$ cat config.mk
export PLATFORM = sky130hd
export DESIGN_NAME = div_unit
export DESIGN_NICKNAME = d
export VERILOG_FILES = /design/src/rtl/div_unit_pkg.sv /design/src/rtl/div_unit_step.sv /design/src/rtl/div_unit.sv
export SDC_FILE = /design/constraint.sdc
export NUM_CORES = 1
export LEC_CHECK = 0
export CORE_ASPECT_RATIO = 1.25
export CORE_MARGIN = 2
export CORE_UTILIZATION = 50
export CTS_CLUSTER_DIAMETER = 100
export CTS_CLUSTER_SIZE = 12
export DETAILED_ROUTE_END_ITERATION = 6
export DONT_BUFFER_PORTS = 1
export GPL_TIMING_DRIVEN = 0
export PLACE_DENSITY = 0.79
export SLEW_MARGIN = 20
export SYNTH_ARGS = -nofsm -noshare
export SYNTH_HDL_FRONTEND = slang
export SYNTH_SLANG_ARGS = --single-unit
$ cat constraint.sdc
create_clock -name clk -period 2.7 [get_ports clk]
set_input_delay 0.54 -clock clk [delete_from_list [all_inputs] [get_ports clk]]
set_output_delay 0.54 -clock clk [all_outputs]
set_load 0.05 [all_outputs]
$ cat src/rtl/div_unit_pkg.sv
// rtl/div_unit_pkg.sv - divider state encodings, EX handshake codes and sign helper
package div_unit_pkg;

  typedef enum logic [1:0] {
    DivFree   = 2'b00,
    DivByZero = 2'b01,
    DivOn     = 2'b10,
    DivEnd    = 2'b11
  } div_state_e;

  localparam logic DivResultReady    = 1'b1;
  localparam logic DivResultNotReady = 1'b0;
  localparam logic DivStart          = 1'b1;
  localparam logic DivStop           = 1'b0;

  localparam logic [7:0] EXE_DIV_OP  = 8'b00011010;
  localparam logic [7:0] EXE_DIVU_OP = 8'b00011011;

  // A value is negated only for signed divides whose relevant sign bit is set.
  function automatic logic take_neg(input logic is_signed, input logic sign);
    return is_signed & sign;
  endfunction

endpackage

$ cat src/rtl/div_unit_step.sv
// rtl/div_unit_step.sv - one restoring-division iteration on the {partial remainder, dividend} register
module div_unit_step #(
  parameter int WIDTH = 32
) (
  input  logic [2*WIDTH:0]  shift_reg,
  input  logic [WIDTH-1:0]  divisor,
  output logic [2*WIDTH:0]  shift_next
);
  logic [WIDTH:0]   hi;
  logic [WIDTH-1:0] diff;
  logic             ge;

  // The partial remainder plus the next dividend bit can reach WIDTH+1 bits.
  assign hi   = shift_reg[2*WIDTH:WIDTH];
  assign ge   = hi >= {1'b0, divisor};
  assign diff = hi[WIDTH-1:0] - divisor;

  always_comb begin
    shift_next = {shift_reg[2*WIDTH-1:0], 1'b0};
    if (ge) begin
      shift_next = {diff, shift_reg[WIDTH-1:0], 1'b1};
    end
  end

endmodule

$ cat src/rtl/div_unit.sv
// rtl/div_unit.sv - multi-cycle signed/unsigned divider for EX DIV/DIVU
// DIV_EARLY_EXIT_EN: finish in one cycle when |dividend| < |divisor|.
module div_unit
  import div_unit_pkg::*;
#(
  parameter int WIDTH = 32
) (
  input  logic               clk,
  input  logic               rst,
  input  logic               signed_div_i,
  input  logic [WIDTH-1:0]   opdata1_i,
  input  logic [WIDTH-1:0]   opdata2_i,
  input  logic               start_i,
  input  logic               annul_i,
  output logic [2*WIDTH-1:0] result_o,
  output logic               ready_o
);
  localparam int SW = 2*WIDTH + 1;
  localparam int CW = $clog2(WIDTH + 1);
  localparam logic [CW-1:0] LastCnt = CW'(WIDTH);

  div_state_e       state;
  logic [CW-1:0]    cnt;
  logic [SW-1:0]    shift_reg;
  logic [SW-1:0]    shift_next;
  logic [WIDTH-1:0] divisor;
  logic             sign1;
  logic             sign2;
  logic             signed_op;
  logic [WIDTH-1:0] abs1;
  logic [WIDTH-1:0] abs2;
  logic [WIDTH-1:0] quot_fix;
  logic [WIDTH-1:0] rem_fix;
  logic             early;

  assign abs1 = take_neg(signed_div_i, opdata1_i[WIDTH-1]) ? -opdata1_i : opdata1_i;
  assign abs2 = take_neg(signed_div_i, opdata2_i[WIDTH-1]) ? -opdata2_i : opdata2_i;

`ifdef DIV_EARLY_EXIT_EN
  assign early = abs1 < abs2;
`else
  assign early = 1'b0;
`endif

  // The remainder takes the dividend's sign, the quotient the xor of both.
  assign quot_fix = take_neg(signed_op, sign1 ^ sign2) ? -shift_reg[WIDTH-1:0]
                                                       : shift_reg[WIDTH-1:0];
  assign rem_fix  = take_neg(signed_op, sign1) ? -shift_reg[SW-1:WIDTH+1]
                                               : shift_reg[SW-1:WIDTH+1];

  div_unit_step #(.WIDTH(WIDTH)) u_step (
    .shift_reg  (shift_reg),
    .divisor    (divisor),
    .shift_next (shift_next)
  );

  always_ff @(posedge clk or negedge rst) begin
    if (!rst) begin
      state     <= DivFree;
      cnt       <= '0;
      shift_reg <= '0;
      divisor   <= '0;
      sign1     <= 1'b0;
      sign2     <= 1'b0;
      signed_op <= 1'b0;
      result_o  <= '0;
      ready_o   <= DivResultNotReady;
    end else begin
      case (state)
        DivFree: begin
          ready_o  <= DivResultNotReady;
          result_o <= '0;
          if (start_i == DivStart && !annul_i) begin
            if (opdata2_i == '0) begin
              state <= DivByZero;
            end else if (early) begin
              state    <= DivEnd;
              result_o <= {opdata1_i, {WIDTH{1'b0}}};
            end else begin
              state     <= DivOn;
              cnt       <= '0;
              shift_reg <= {{WIDTH{1'b0}}, abs1, 1'b0};
              divisor   <= abs2;
              sign1     <= opdata1_i[WIDTH-1];
              sign2     <= opdata2_i[WIDTH-1];
              signed_op <= signed_div_i;
            end
          end
        end
        DivByZero: begin
          state    <= DivEnd;
          result_o <= '0;
        end
        DivOn: begin
          if (annul_i) begin
            state <= DivFree;
            cnt   <= '0;
          end else if (cnt != LastCnt) begin
            shift_reg <= shift_next;
            cnt       <= cnt + 1'b1;
          end else begin
            state    <= DivEnd;
            cnt      <= '0;
            result_o <= {rem_fix, quot_fix};
            ready_o  <= DivResultReady;
          end
        end
        DivEnd: begin
          if (start_i == DivStop) begin
            state    <= DivFree;
            ready_o  <= DivResultNotReady;
            result_o <= '0;
          end else begin
            ready_o <= DivResultReady;
          end
        end
        default: state <= DivFree;
      endcase
    end
  end

endmodule
# After elaboration in Yosys (flattened, before gate mapping)
# Index checks and enable logic that the tools add are counted.
classes:
  addsub: 6
  n_mul: 0
  div_mod_pow: 0
  magnitude_cmp: 1
  n_eq_ne: 11
  n_shift: 0
  mux: 29
  bitwise: 6
  n_reduce_logical: 13
ops:
  columns: ["op", "count"]
  rows:
  - ["two-way mux 65 bit", 5]
  - ["two-way mux 64 bit", 3]
  - ["case mux 64 bit (3 select lines)", 1]
  - ["case mux 65 bit (2 select lines)", 1]
  - ["two-way mux 32 bit", 4]
  - ["negation 32 bit", 4]
  - [">= comparator 33 x 32 -> 1 bit", 1]
  - ["logical NOT 32 bit", 1]
  - ["subtractor 32 bit", 1]
  - ["two-way mux 6 bit", 4]
  - ["AND reduction 3 bit", 5]
  - ["inequality test 2 bit, second input constant", 6]
  - ["case mux 6 bit (2 select lines)", 1]
  - ["two-way mux 2 bit", 5]
  - ["case mux 2 bit (4 select lines)", 1]
  - ["adder 6 x 1 -> 6 bit, second input constant", 1]
  - ["inequality test 6 bit, second input constant", 1]
  - ["AND reduction 5 bit", 1]
  - ["bitwise AND 1 bit", 4]
  - ["== test 2 bit, second input constant", 2]
  - ["two-way mux 1 bit", 3]
  - ["inequality test 3 bit, second input constant", 1]
  - ["case mux 1 bit (3 select lines)", 1]
  - ["nonzero test 3 bit", 1]
  - ["other kinds (8)", 8]
word_totals:
  register_bits: 173
  latch_bits: 0
  ramBits: 0
  romBits: 0
  inputBits: 69
  elab_cells: 75
  mem_count: 0

# Longest topological paths before layout
depth:
  ltp_word: 6
  depth_mapped: 13
  depth_no_buf: 12

# By module
# Synthesis repeated with hierarchy kept, for this count alone.
unflattened:
  cells_unflattened: 1424
  area_unflattened_um2: 12061.6
modules_own_cells:
  columns: ["mod", "instances", "cells_each", "area_per_inst_um2", "seq_area_each_um2"]
  rows:
  - ["div_unit", 1, 1068, 9482.8, 4329.2]
  - ["div_unit_step", 1, 356, 2578.7, 0.0]

# Least setup slack after synthesis
# No wires, ideal clock.
synth_timing:
  path_kind: "input -> register"
  start: "input opdata2_i[6]"
  end: "register shift_reg[28]"
  arrival_time_ns: 2.893
  t_required_ns: 2.570
  path_slack_ns: -0.322
  path_stages: 11
  cell_sequence: "or4_4 > or4_1 > clkbuf_1 > or4_4 > nand2_2 > or3_1 > buf_4 > nand2_1 > buf_2 > nor2_1 > a211oi_2"
synth_between:
  elab_chain_cells: 3
synth_lines:
  columns: ["item", "line_no", "rtl"]
  rows:
  - ["from (decl)", "div_unit.sv:12", "input logic [WIDTH-1:0] opdata2_i,"]
  - ["logical NOT 32 bit", "div_unit.sv:74", "if (opdata2_i == '0) begin"]
  - ["inequality test 2 bit (no source line)", null, null]
  - ["AND reduction 5 bit (no source line)", null, null]
  - ["to (signal assigned)", "div_unit.sv:82", "shift_reg <= {{WIDTH{1'b0}}, abs1, 1'b0};"]
  - ["to (signal assigned)", "div_unit.sv:99", "shift_reg <= shift_next;"]
  - ["to (decl)", "div_unit.sv:24", "logic [SW-1:0] shift_reg;"]
# No other way between the ends.
# A chain may end at the register's enable or synchronous reset.

# Worst setup path after layout
layout_timing:
  start: "register shift_reg[32]"
  end: "register shift_reg[63]"
layout_between:
  elab_chain_cells: 5
  elab_cells_between_ends: 6
  classes_between: "add/sub (1); order compare (1); mux (4)"
layout_lines:
  columns: ["item", "line_no", "rtl"]
  rows:
  - ["subtractor 32 bit / >= comparator 33 x 32 -> 1 bit (equally long branches)", "div_unit_step.sv:16, div_unit_step.sv:15", null]
  - ["two-way mux 65 bit *", "div_unit_step.sv:20", "if (ge) begin"]
  - ["two-way mux 65 bit *", "div_unit.sv:98", "end else if (cnt != LastCnt) begin"]
  - ["two-way mux 65 bit *", "div_unit.sv:95", "if (annul_i) begin"]
  - ["case mux 65 bit (2 select lines) *", "div_unit.sv:69", "case (state)"]
# Mark *: on every way between the ends. The rest lies on a longest branch, timed or not. The select of a mux whose other input is x is not followed.

==> results.yml <==
run_status:
  outcome: "finished, violations left"
  violations: "hold timing, setup timing"
global_route:
  grt_max_degree: 174
  grt_pass1_vias: 10620
  grt-ovfl-total: 0
  grt_pass1_wl_microns: 54920
  track_usage_pct: 29.17
  antenna_found_initial: 1
synthesis:
  ys_ff_latch: 173
  ys_warn_count: 0
  synth.net_count: 1479
  synth_area_sq_um: 11280
  netlist.area_leader.share_pct: 38.37
  synthTopCellsByArea: "dfrtp_1, nand2_1, xnor2_1"
  yosysMostFrequentCell: "nand2_1"
  synthFlopType: "dfrtp_1"
  synth_cell_types: 60
  synth_edf_count: 0
  async_flop_share_pct: 100.0
  yosysSeqAreaShare_pct: 38.37
  synth_commonest_cells: "nand2_1, dfrtp_1, o21ai_0"
  yosys.area.top_type: "dfrtp_1"
  synth_cells: 1371
  synth_area_per_cell_sq_um: 8.229
finish:
  stdcell_count: 1756
  area_growth_pct: 25.87
  largest_register_ffs: 65
  postLayoutCoreUtil_pct: 63.94
  fill_cells: 1719
  regArea_sq_um: 4357
  multi_input_area_sq_um: 7422
  fin_nets: 1568
  layout-drive-gt1-share_pct: 22.13
  diodes: 0
critical_path:
  crit_required_ns: 3.02
  endpoint_kind: "register"
  worst-setup-path-type: "reg -> reg"
  cp-start-kind: "register"
  cp.arrival_ns: 3.27
  path_max_fanout: 3
drt:
  top_layer: "met5"
  first_pass_iters: 6
  drt-total-wl_microns: 39040
  via_per_inst: 6.486
  ant_nets: 0
  drc_errors: 0
  wire_per_inst_microns: 22.23
  via_count: 11390
  met3WireLength_microns: 3351
  wirelength_met1_microns: 13440
  first_iter_violations: 1063
  wl_met2_microns: 19170
timing:
  max_slew_margin_pct: 35.71
  fmax_ghz: 0.3395
  hold_violations: 173
  slew_violations: 0
  rsz0062_at_grt: "yes"
  setup_viol: 65
  tightest_slew_ns: 0.9570
  hold_ws_ns: -0.2070
  period_needed_ns: 2.946
  fin_crit_sh_pct: 109.1
  finClkSkew_ns: 0.01041
  final.setup.worst_slack_ns: -0.2458
die:
  die-height_microns: 171.9
  die_area_sq_um: 23790
  ios: 134
  core_sq_um: 22210
  rows: 61
  die_w_microns: 138.4
  initial_core_util_pct: 50.80
clocking:
  clkTransAtPathRegs_ns: 0.07
  cts_root_buf: "clkbuf_16"
  clock_sinks: 173
  cts_tree: "yes"
  worst_skew_pair.late_latency_ns: 0.45
  cts-buffers-inserted: 17
  htreeDepth: 4
  cts_buffer_depth: 2
place:
  place_inst: 1654
  place_congestion: 0.9408
  pre_cts_slack_ns: -0.6008
  io_buffers: 0
  dp_hpwl_microns: 25100
flow_run:
  drv_cap: 0
power_and_ir_drop:
  power.density_nw_per_um2: 1370
  peakVddDrop_mv: 0.6510
  p_leak_uw: 0.005836
min_path:
  hold_path_class: "in -> async"
-- worst paths after layout --
path	startpoint	end	slack (ns)	depth (start not counted)
max in group asynchronous	rst	shift_reg[62]	2.63	0
min in group clk	annul_i	state[1]	0.23	1
hold / removal	rst	result_o[22]	-0.21	0
setup reg to reg	shift_reg[32]	shift_reg[63]	-0.25	12
hold reg to reg	divisor[22]	divisor[22]	0.48	2
setup / recovery	shift_reg[32]	shift_reg[63]	-0.25	12
-- metal layers --
metal,vias up,track usage [%]
met3,232,5.871
met1,5382,32.50
met2,746,52.28
met5,-,0
met4,2,16.73
li1,5028,-
-- cell families (layout without fill, tap and decap cells) --
group / count (synthesis) / after routing / synth area share, %
and+or+nand+nor: 453 / 453 / 18.41
adders and majority gates: 39 / 39 / 4.392
DFF: 173 / 173 / 38.37
xor gates and xnor gates: 143 / 143 / 11.10
buffers and inverters: 127 / 228 / 4.636
AOI/OAI and AO/OA: 427 / 428 / 22.29
muxes: 9 / 9 / 0.7985
-- where the power goes --
part	switching [uW]	internal, uW	total [uW]
registers	1290	3370	4660
clock network	1130	1400	2540
logic	7040	5220	12300
total	9460	10000	19500
-- metrics by stage --
step	cell area (sq um)	setup TNS [ns]	hold slack, ns	total power [uW]
after floorplan	11380	-17.85	0.2444	10700
after CTS	13190	-2.075	-0.2129	16840
after detailed placement	11740	-60.21	0.2527	12870
after global placement	11740	-57.62	0.2497	12630
final	14200	-4.803	-0.2070	19460
after global routing	14200	-8.333	-0.2197	20340
-- critical path, stage by stage (launching register included) --
cell	delay, ns
dfrtp_1	0.35
inv_1	0.09
ha_2	0.22
inv_1	0.14
fa_2	0.28
a21oi_1	0.09
o211ai_1	0.32
nand2_1	0.16
o211ai_1	0.30
a21oi_2	0.16
o41ai_2	0.44
xnor2_1	0.20
o21ai_1	0.09
-- layout by cell type, fill, tap and decap left out, types with 10 or more instances in the layout --
cell type  netlist  final
ha_4             0     20
inv_1           57     53
xnor2_1         73     73
o31ai_1         36     29
o21ai_1         58     67
a21oi_2          0     14
nor2_1         100     91
or3_1           20     18
o21ai_0        126    104
a21oi_1        113     95
dfrtp_1        173    151
clkbuf_1        52     36
ha_1            38     10
dfrtp_2          0     22
a21o_1          11     11
nand2_2          1     15
a31oi_1         17     15
clkbuf_16        0     23
nand4_1         13     13
nand2_4          0     10
buf_4            2     59
nand2_1        195    171
o21ai_2          0     12
nor3_1          33     23
nand3_1         21     17
buf_6            3     16
xor2_1          70     70
-- cell type report --
type | count | share of cell area, %
clock buffers | 18 | 3.093
well taps | 283 | 2.493
inverters | 57 | 1.507
clock inverters | 14 | 1.101
flip-flops and latches | 173 | 30.68
repair buffers | 79 | 5.841
multi-input cells | 1072 | 52.26
plain buffers | 60 | 3.022
-- repair_timing --
action                                  4_1_cts  5_1_grt
endpoints found under the setup margin      125      121
endpoints found under the hold margin       173      173
resized for setup                           104      202
gates cloned                                  7        5
pin swaps                                    16       52
setup buffers                                28       44
Note: power is estimated with default switching activity, not from simulation.
